`src/rtl/hazard_scoreboard_pkg.sv`:
```
// Shared pipeline constants for the register hazard scoreboard.
package hazard_scoreboard_pkg;
  localparam int unsigned SB_CNT_W = 2;
  localparam int unsigned NREGS    = 32;
  localparam int unsigned VR_RD    = 0;
  localparam int unsigned VR_RS1   = 1;
  localparam int unsigned VR_RS2   = 2;
endpackage

```
`src/rtl/hazard_scoreboard_sb_entry.sv`:
```
// One tracked architectural register: pending-writer count plus result-ready bit.
module sb_entry
  import hazard_scoreboard_pkg::*;
#(
  parameter int unsigned CNT_W = SB_CNT_W
) (
  input  logic             clk,
  input  logic             rst,
  input  logic             inc_i,
  input  logic             inc_late_i,
  input  logic             dec_wb_i,
  input  logic             dec_kill_i,
  input  logic             rr_set_i,
  output logic [CNT_W-1:0] cnt_o,
  output logic             ready_o,
  output logic             nz_d_o
);

  logic [CNT_W-1:0] cnt_q, cnt_d;
  logic             ready_q, ready_d;
  logic [CNT_W+1:0] sum;
  logic             underflow;

  always_comb begin
    sum       = {2'b00, cnt_q} + (CNT_W+2)'(inc_i)
                - (CNT_W+2)'(dec_wb_i) - (CNT_W+2)'(dec_kill_i);
    underflow = sum[CNT_W+1];
    // Negative net result holds at zero; overflow cannot occur while issue is stall-gated.
    if (underflow)     cnt_d = '0;
    else if (sum[CNT_W]) cnt_d = '1;
    else               cnt_d = sum[CNT_W-1:0];

    ready_d = ready_q;
    if (inc_i)                            ready_d = !inc_late_i;
    else if (cnt_d == '0)                 ready_d = 1'b1;
    else if (rr_set_i && cnt_q != '0)     ready_d = 1'b1;
  end

  always_ff @(posedge clk) begin
    if (rst) begin
      cnt_q   <= '0;
      ready_q <= 1'b1;
    end else begin
      cnt_q   <= cnt_d;
      ready_q <= ready_d;
      assert (!underflow) else $error("sb_entry: decrement of an empty counter");
    end
  end

  assign cnt_o   = cnt_q;
  assign ready_o = ready_q;
  assign nz_d_o  = (cnt_d != '0);

endmodule

```
`src/rtl/hazard_scoreboard.sv`:
```
// Register hazard scoreboard: tracks in-flight writers per register and stalls ID on RAW/saturation.
module hazard_scoreboard
  import hazard_scoreboard_pkg::*;
#(
  parameter int unsigned CNT_W = SB_CNT_W
) (
  input  logic        clk,
  input  logic        rst,
  input  logic        ID_issue,
  input  logic [4:0]  ID_rs1,
  input  logic [4:0]  ID_rs2,
  input  logic [4:0]  ID_rd,
  input  logic [2:0]  ID_ValidReg,
  input  logic        ID_late,
  input  logic        RR_valid,
  input  logic [4:0]  RR_rd,
  input  logic        WB_retire,
  input  logic [4:0]  WB_rd,
  input  logic        EX_kill,
  input  logic [4:0]  EX_rd,
  input  logic        EX_wr,
  output logic        ID_stall,
  output logic [31:0] busy_mask,
  output logic        sb_empty
);

  localparam logic [CNT_W-1:0] CNT_MAX = '1;

  logic [CNT_W-1:0] cnt [NREGS];
  logic [NREGS-1:0] ready;
  logic [NREGS-1:0] nz_d;
  logic             issue_wr;
  logic [31:0]      busy_mask_q;
  logic             sb_empty_q;

  assign cnt[0]   = '0;
  assign ready[0] = 1'b1;
  assign nz_d[0]  = 1'b0;

  assign issue_wr = ID_issue && !ID_stall && ID_ValidReg[VR_RD];

  for (genvar i = 1; i < NREGS; i++) begin : g_entry
    sb_entry #(.CNT_W(CNT_W)) u_entry (
      .clk        (clk),
      .rst        (rst),
      .inc_i      (issue_wr && ID_rd == 5'(i)),
      .inc_late_i (ID_late),
      .dec_wb_i   (WB_retire && WB_rd == 5'(i)),
      .dec_kill_i (EX_kill && EX_wr && EX_rd == 5'(i)),
      .rr_set_i   (RR_valid && RR_rd == 5'(i)),
      .cnt_o      (cnt[i]),
      .ready_o    (ready[i]),
      .nz_d_o     (nz_d[i])
    );
  end

  always_comb begin
    ID_stall = 1'b0;
    if (ID_ValidReg[VR_RS1] && ID_rs1 != '0 && cnt[ID_rs1] != '0 && !ready[ID_rs1])
      ID_stall = 1'b1;
    if (ID_ValidReg[VR_RS2] && ID_rs2 != '0 && cnt[ID_rs2] != '0 && !ready[ID_rs2])
      ID_stall = 1'b1;
    if (ID_ValidReg[VR_RD] && ID_rd != '0 && cnt[ID_rd] == CNT_MAX)
      ID_stall = 1'b1;
  end

  always_ff @(posedge clk) begin
    if (rst) begin
      busy_mask_q <= '0;
      sb_empty_q  <= 1'b1;
    end else begin
      busy_mask_q <= nz_d;
      sb_empty_q  <= ~|nz_d;
    end
  end

  assign busy_mask = busy_mask_q;
  assign sb_empty  = sb_empty_q;

endmodule

```
`config.mk`:
```
export PLATFORM = sky130hd
export DESIGN_NAME = hazard_scoreboard
export DESIGN_NICKNAME = d
export VERILOG_FILES = /design/src/rtl/hazard_scoreboard_pkg.sv /design/src/rtl/hazard_scoreboard_sb_entry.sv /design/src/rtl/hazard_scoreboard.sv
export SDC_FILE = /design/constraint.sdc
export NUM_CORES = 1
export LEC_CHECK = 0
export CAP_MARGIN = 20
export CELL_PAD_IN_SITES_DETAIL_PLACEMENT = 1
export CELL_PAD_IN_SITES_GLOBAL_PLACEMENT = 1
export CORE_UTILIZATION = 40
export CTS_CLUSTER_DIAMETER = 120
export DETAILED_ROUTE_END_ITERATION = 8
export GPL_TIMING_DRIVEN = 0
export PLACE_DENSITY = 0.75
export SETUP_SLACK_MARGIN = 0.02
export SLEW_MARGIN = 20
export SYNTH_ARGS = -nofsm -noshare
export SYNTH_HDL_FRONTEND = slang
export SYNTH_SLANG_ARGS = --single-unit
```
`constraint.sdc`:
```
create_clock -name clk -period 7.9 [get_ports clk]
set_input_delay 2.37 -clock clk [delete_from_list [all_inputs] [get_ports clk]]
set_output_delay 2.37 -clock clk [all_outputs]
set_load 0.005 [all_outputs]
```
==> impl_results.md, run 1 <==
* Outcome: finished clean
* Fin crit share at 99.58%
* Initial Util at about two fifths
* Worst setup margin at 33.20 ps
* Post-CTS resize count at 2
* Post-route cell area at 0.01199 sq mm
* CP cell instances: clkdlybuf4s50_1 -> clkbuf_1 -> mux4_2 -> a211oi_2 -> nor3_1 -> a31o_1 -> buf_6 -> buf_4 -> a21o_1 -> clkdlybuf4s50_1
* CP delay by family, top: buffers and inverters
* Final setup fails at 0
* Post-route insts no fill at 1,609
* Fin. Hold Viols at 0
* Worst-margin pin slew at 1184 ps
* Pleak at 4.748 nW
* RD Place Congestion at 0.9670
* Mapped Cells at 1,183
* Critical Path AT at 5500 ps
* DP Cell Count at 1,578
* Die area at 0.02647 sq mm
* Vias in the first global route at 10.01k
* Share of cells above drive strength 1 at 7.584%
* Die height at 162.7 um
* Crit end category: primary output
* Seq pwr share at 37.6%
* Final nets at 1,463
* Placed inst area at 0.01139 sq mm
* Sw Ratio at 29.41%
* Routed wire length at 41,970 um
* Vias per cell at approximately 6.1
* Worst hold slack at roughly 530 ps
* DRC viols at 0
* Syn Nets at about 1.4k
* CTS clk-pin slew, worst paths at around 60 ps
* Root Driver: clkbuf_16
* Power per cell area at roughly 150 mW/mm^2
* CTS sink cnt at 125
* Internal at 1.231 mW
* Initial DRT Pass Iterations at 5
* Pre-CTS setup slack at -357.9 ps
* Rel. slew slack at a little over a fifth
* DRT antenna net count at 0
* Max IR drop VDD at 0.1060 mV
* Area delta synth->final at 16.10%
* Instance count on the critical path at 10
* CTS tree: done
* Gr usage total at between 30% and 40%
* RSZ-0062 raised after global routing: false
* Setup Skew at 11.50 ps
* Bufs and invs on worst path at 5
* Commonest non-fill, non-tap cell in the layout: nor2_1
* Post-synthesis mux area share at 8.974%
* Final core utilization at 47.49%
* Adder-cell share of the synthesized area at 23.28%
* Hold bufs inserted after CTS at 0
* Fin crit period at 7867 ps
* Synth warn at 0
* HPWL after detailed placement at 32,580 um
* Most frequent cells in the layout: nor2_1, inv_1, dfxtp_1
* Num CTS Buffers at 17
* Routed len/inst at 26.08 um
* CORE AREA at approximately 0.025 sq mm
* Seq/Total Area, Yosys at between 20% and 30%
* R2R depth at 19
* Synth unique cells at 66
* Iteration-0 DRC Markers at 841
* # Max-Cap Violations at 0
* Initial antenna violation count at 0
* Yosys reg bits at 125
* Total chip power at 1.743 mW
* Async SR Flop Fraction at 0%
* Syn Area/Cell at slightly below 9 sq um
* Largest family of logic cells by synthesized area: adder cells
* Setup CP Type: input port to primary output
* Worst-skew pair later-pin latency at 440 ps
* CP max stage delay at 590 ps
* Startpoint types: input port
* Count of pins over their slew limit at 0
* Largest net degree at the start of global routing at 17
* FP Rows at a little under 60
* # IOs at 75
* WP data required at 5530 ps
* Port bufs at 65
* Post-synth EDFFs at 0
* Post-synthesis xor/xnor area fraction at 0.3391%
* Post-Route Setup TNS at 0 ps
* Worst hold-check path type: flip-flop to flip-flop
* Clock share of power at 46.7%
* Setup repair bufs after CTS at 0
* CP dominant cell by count: clkdlybuf4s50_1
* Max clock buf depth at 2
* Die width at 162.7 um
* ANT cells at 0
* Comb power frac at 15.6%
* Cell Area, Synth at 0.01033 sq mm
* Simple-gate portion of the synthesized area at a little over a fifth
* Max Fclk at approximately 130 MHz
* Top_reg_cell synth: dfxtp_1
* Vias at ~9.8k
* CTS H-tree lvls at 4
* Crit-path slowest cell: clkdlybuf4s50_1
* Compound-Gate Fraction of Synth Area at 13.08%
* Hold Crit Depth at 2
* First-pass GRT wire length at just over 60,000 um
* Grt total ovfl at 0
* CP Max Fanout at 10
* Psw at 0.5127 mW
==> cell usage after synthesis (all sizes together) (18+ instances only) <==
| cell type | count | area (sq um) |
|---|---|---|
| a2111oi | 31 | 271.5 |
| a21oi | 52 | 260.3 |
| buf | 21 | 148.9 |
| clkbuf | 31 | 116.4 |
| dfxtp | 125 | 2502 |
| fa | 62 | 1241 |
| ha | 93 | 1164 |
| inv | 160 | 603.1 |
| mux2i | 39 | 390.4 |
| mux4 | 21 | 510.5 |
| nand2 | 62 | 232.7 |
| nand3 | 34 | 170.2 |
| nand4 | 25 | 156.4 |
| nor2 | 182 | 683.2 |
| nor3 | 45 | 225.2 |
| nor4 | 33 | 419.2 |
| o21ai | 18 | 90.09 |
| o21bai | 30 | 225.2 |
==> state kept, by name, summed over array words and instances (netlist names) <==
| name | count |
|---|---|
| g_entry.u_entry.cnt_o | 62 |
| busy_mask | 31 |
| g_entry.u_entry.ready_o | 31 |
| sb_empty | 1 |
==> power groups by stage <==
stage                     sequential (mW)  clock, mW  combinational, mW
final                               0.656      0.815              0.272
after CTS                           0.656      0.810              0.265
after floorplan                     0.667          0              0.143
after global routing                0.657      0.838              0.286
after global placement              0.669          0              0.256
after detailed placement            0.670          0              0.262
==> area by class of cell <==
class | instances | area (sq um)
Clock inverter | 12 | 147.6
Fill cell | 2990 | 13260
Tap cell | 330 | 412.9
Multi-Input combinational cell | 845 | 6968
Sequential cell | 125 | 2502
Inverter | 161 | 606.8
Timing Repair Buffer | 65 | 650.6
Clock buffer | 19 | 432.9
Buffer | 52 | 272.8
==> worst register-to-register path: cells and delay by family, from the launching register on <==
family	cells	cell delay [ps]
and+or+nand+nor	5	1340
buffers and inverters	4	550
adders and majority gates	3	860
muxes	1	370
DFF	1	390
AOI/OAI and AO/OA	6	2050
==> cell families after synthesis <==
family	count (synthesis)
buffers and inverters	213
AOI/OAI and AO/OA	191
DFF	125
adders and majority gates	155
muxes	62
and+or+nand+nor	432
xor gates and xnor gates	4
other	1
==> routing by layer <==
layer,wire [um],GRT usage (%),up-vias,part of all wire (%)
met4,1896,14.70,0,4.5
li1,-,-,4246,-
met5,0,0,-,0
met3,3910,8.276,127,9.3
met1,17320,41.85,4929,41
met2,18840,51.01,538,45
==> final timing paths <==
path,from,end,slack (ps)
hold / removal,g_entry[18].u_entry.ready_o,g_entry[18].u_entry.ready_o,530
hold reg to reg,g_entry[18].u_entry.ready_o,g_entry[18].u_entry.ready_o,530
setup / recovery,ID_rd[2],ID_stall,30
setup reg to reg,g_entry[25].u_entry.cnt_o[1],sb_empty,2260
No activity file was read; power rests on OpenSTA's default activity.
==> run 2: changes to the inputs <==
--- a/config.mk
+++ b/config.mk
@@ -9,10 +9,11 @@
 export CELL_PAD_IN_SITES_DETAIL_PLACEMENT = 1
 export CELL_PAD_IN_SITES_GLOBAL_PLACEMENT = 1
 export CORE_UTILIZATION = 40
+export CTS_BUF_LIST = sky130_fd_sc_hd__clkbuf_4 sky130_fd_sc_hd__clkbuf_8
 export CTS_CLUSTER_DIAMETER = 120
 export DETAILED_ROUTE_END_ITERATION = 8
 export GPL_TIMING_DRIVEN = 0
-export PLACE_DENSITY = 0.75
+export PLACE_DENSITY = 0.8
 export SETUP_SLACK_MARGIN = 0.02
 export SLEW_MARGIN = 20
 export SYNTH_ARGS = -nofsm -noshare
==> impl_results.md, run 2 (synthesized netlist as in run 1, its figures left out) <==
* Outcome: finished clean (unchanged)
* # Max-Cap Violations at 0 (unchanged)
* Port bufs at 65 (unchanged)
* Setup CP Type: input port to primary output (unchanged)
* Crit end category: primary output (unchanged)
* Initial Util at 40.91% (unchanged)
* Max Fclk at 128.2 MHz (was 127.1 MHz)
* Pre-CTS setup slack at -440.8 ps (was -357.9 ps)
* Count of pins over their slew limit at 0 (unchanged)
* Worst-margin pin slew at 1048 ps (was 1184 ps)
* CORE AREA at 0.02525 sq mm (unchanged)
* Vias per cell at 6.071 (was 6.116)
* Most frequent cells in the layout: nor2_1, inv_1, dfxtp_1 (unchanged)
* Commonest non-fill, non-tap cell in the layout: nor2_1 (unchanged)
* DRC viols at 0 (unchanged)
* Final nets at 1,464 (was 1,463)
* Total chip power at 1.580 mW (was 1.743 mW)
* Final setup fails at 0 (unchanged)
* First-pass GRT wire length at 62,020 um (was 62,220 um)
* Num CTS Buffers at 17 (unchanged)
* CTS clk-pin slew, worst paths at 80 ps (was 60 ps)
* Fin crit share at 98.74% (was 99.58%)
* Iteration-0 DRC Markers at 832 (was 841)
* Die height at 162.7 um (unchanged)
* Worst-skew pair later-pin latency at 470 ps (was 440 ps)
* Vias at 9,787 (was 9,840)
* DP Cell Count at 1,578 (unchanged)
* Routed len/inst at 25.48 um (was 26.08 um)
* Worst setup margin at 99.23 ps (was 33.20 ps)
* Fin. Hold Viols at 0 (unchanged)
* Vias in the first global route at 10.06k (was 10.01k)
* Pleak at 4.688 nW (was 4.748 nW)
* HPWL after detailed placement at 31,990 um (was 32,580 um)
* Rel. slew slack at 30.13% (was 21.10%)
* FP Rows at 58 (unchanged)
* R2R depth at 19 (unchanged)
* Worst hold slack at 534.9 ps (was 529.4 ps)
* WP data required at 5530 ps (about the same)
* Largest net degree at the start of global routing at 17 (unchanged)
* CP max stage delay at 570 ps (was 590 ps)
* Critical Path AT at 5430 ps (was 5500 ps)
* Routed wire length at 41,080 um (was 41,970 um)
* CP cell instances: clkdlybuf4s50_1 -> buf_2 -> mux4_2 -> nand3_1 -> and3_1 -> buf_4 -> a211o_1 -> buf_2 -> or2_1 -> a21o_1 -> clkdlybuf4s50_1 (was clkdlybuf4s50_1 -> clkbuf_1 -> mux4_2 -> a211oi_2 -> nor3_1 -> a31o_1 -> buf_6 -> buf_4 -> a21o_1 -> clkdlybuf4s50_1)
* Max clock buf depth at 2 (unchanged)
* # IOs at 75 (unchanged)
* Share of cells above drive strength 1 at 7.963% (was 7.584%)
* Hold bufs inserted after CTS at 0 (unchanged)
* DRT antenna net count at 0 (unchanged)
* RD Place Congestion at 0.9896 (was 0.9670)
* Post-route insts no fill at 1,612 (was 1,609)
* Root Driver: clkbuf_8 (was clkbuf_16)
* Max IR drop VDD at 0.08633 mV (was 0.1060 mV)
* Crit-path slowest cell: clkdlybuf4s50_1 (unchanged)
* Die width at 162.7 um (unchanged)
* CP Max Fanout at 10 (unchanged)
* Initial DRT Pass Iterations at 6 (was 5)
* CTS sink cnt at 125 (unchanged)
* CTS tree: done (unchanged)
* CTS H-tree lvls at 4 (unchanged)
* Worst hold-check path type: flip-flop to flip-flop (unchanged)
* Die area at 0.02647 sq mm (unchanged)
* Setup Skew at 13.44 ps (was 11.50 ps)
* Startpoint types: input port (unchanged)
* Initial antenna violation count at 1 (was 0)
* Power per cell area at 133.2 mW/mm^2 (was 145.3 mW/mm^2)
* Area delta synth->final at 14.82% (was 16.10%)
* Hold Crit Depth at 2 (unchanged)
* RSZ-0062 raised after global routing: false (unchanged)
* Fin crit period at 7801 ps (was 7867 ps)
* Max reg flops at 62 (unchanged)
* Gr usage total at 32.13% (was 32.48%)
* Grt total ovfl at 0 (unchanged)
[run 2: cell types whose count changed in the layout (fill, tap and decap cells not counted)]
cell / previous run / this run
clkbuf_4: 1 / 0
clkbuf_2: 1 / 2
clkinv_4: 2 / 3
clkinvlp_4: 2 / 3
buf_4: 6 / 7
buf_2: 7 / 8
bufinv_16: 3 / 4
diode_2: 0 / 1
inv_6: 0 / 1
clkinv_2: 5 / 3
clkbuf_16: 17 / 0
clkbuf_8: 0 / 18
clkbuf_1: 32 / 29
[run 2: worst paths after layout]
path                                              startpoint                           to  slack (ps)
worst max-delay path                               ID_rs1[0]                     ID_stall         100
worst min register to register   g_entry[16].u_entry.ready_o  g_entry[16].u_entry.ready_o         530
worst min-delay path             g_entry[16].u_entry.ready_o  g_entry[16].u_entry.ready_o         530
worst max register to register  g_entry[21].u_entry.cnt_o[1]                     sb_empty        2550
[run 2: timing repair]
action	4_1_cts	5_1_grt
pin swaps	1	1
endpoints found under the setup margin	1	1
buffers inserted	0	1
gates resized for setup	3	2
[run 2: final cells by class]
| class | instances | area [sq um] |
|---|---|---|
| diodes | 1 | 2.502 |
| clock buffers | 18 | 247.7 |
| flip-flops and latches | 125 | 2502 |
| inverters | 161 | 606.8 |
| plain buffers | 52 | 271.5 |
| clock inverters | 14 | 192.7 |
| well taps | 330 | 412.9 |
| multi-input cells | 845 | 6968 |
| repair buffers | 66 | 658.1 |
| fillers | 2993 | 13390 |
[run 2: stage by stage]
stage	util, %	area (sq um)	setup TNS (ps)
2_1_floorplan	-	10330	0
3_3_place_gp	45.12	11390	-401.5
3_5_place_dp	45.12	11390	-473.8
4_1_cts	46.89	11840	0
5_1_grt	46.96	11860	0
6_report	46.97	11860	0
[run 2: worst max-delay path: cells and delay by family]
| family | cells | cell delay (ps) |
|---|---|---|
| mux | 1 | 250 |
| buf+inv | 5 | 1740 |
| simple gates | 3 | 510 |
| compound gates | 2 | 550 |
[run 2: where the power goes]
group	internal (mW)	leakage (nW)	switching, mW
clock network	0.352	0.215	0.301
registers	0.644	1.01	0.0122
logic	0.0935	3.46	0.177
total	1.09	4.69	0.490
[run 2: metal layers]
metal / vias to the layer above / track usage, % / routed length, um
met5: - / 0 / 0
met4: 0 / 14.27 / 1622
met3: 97 / 6.392 / 3922
met2: 514 / 50.21 / 18280
li1: 4251 / - / -
met1: 4925 / 42.80 / 17250
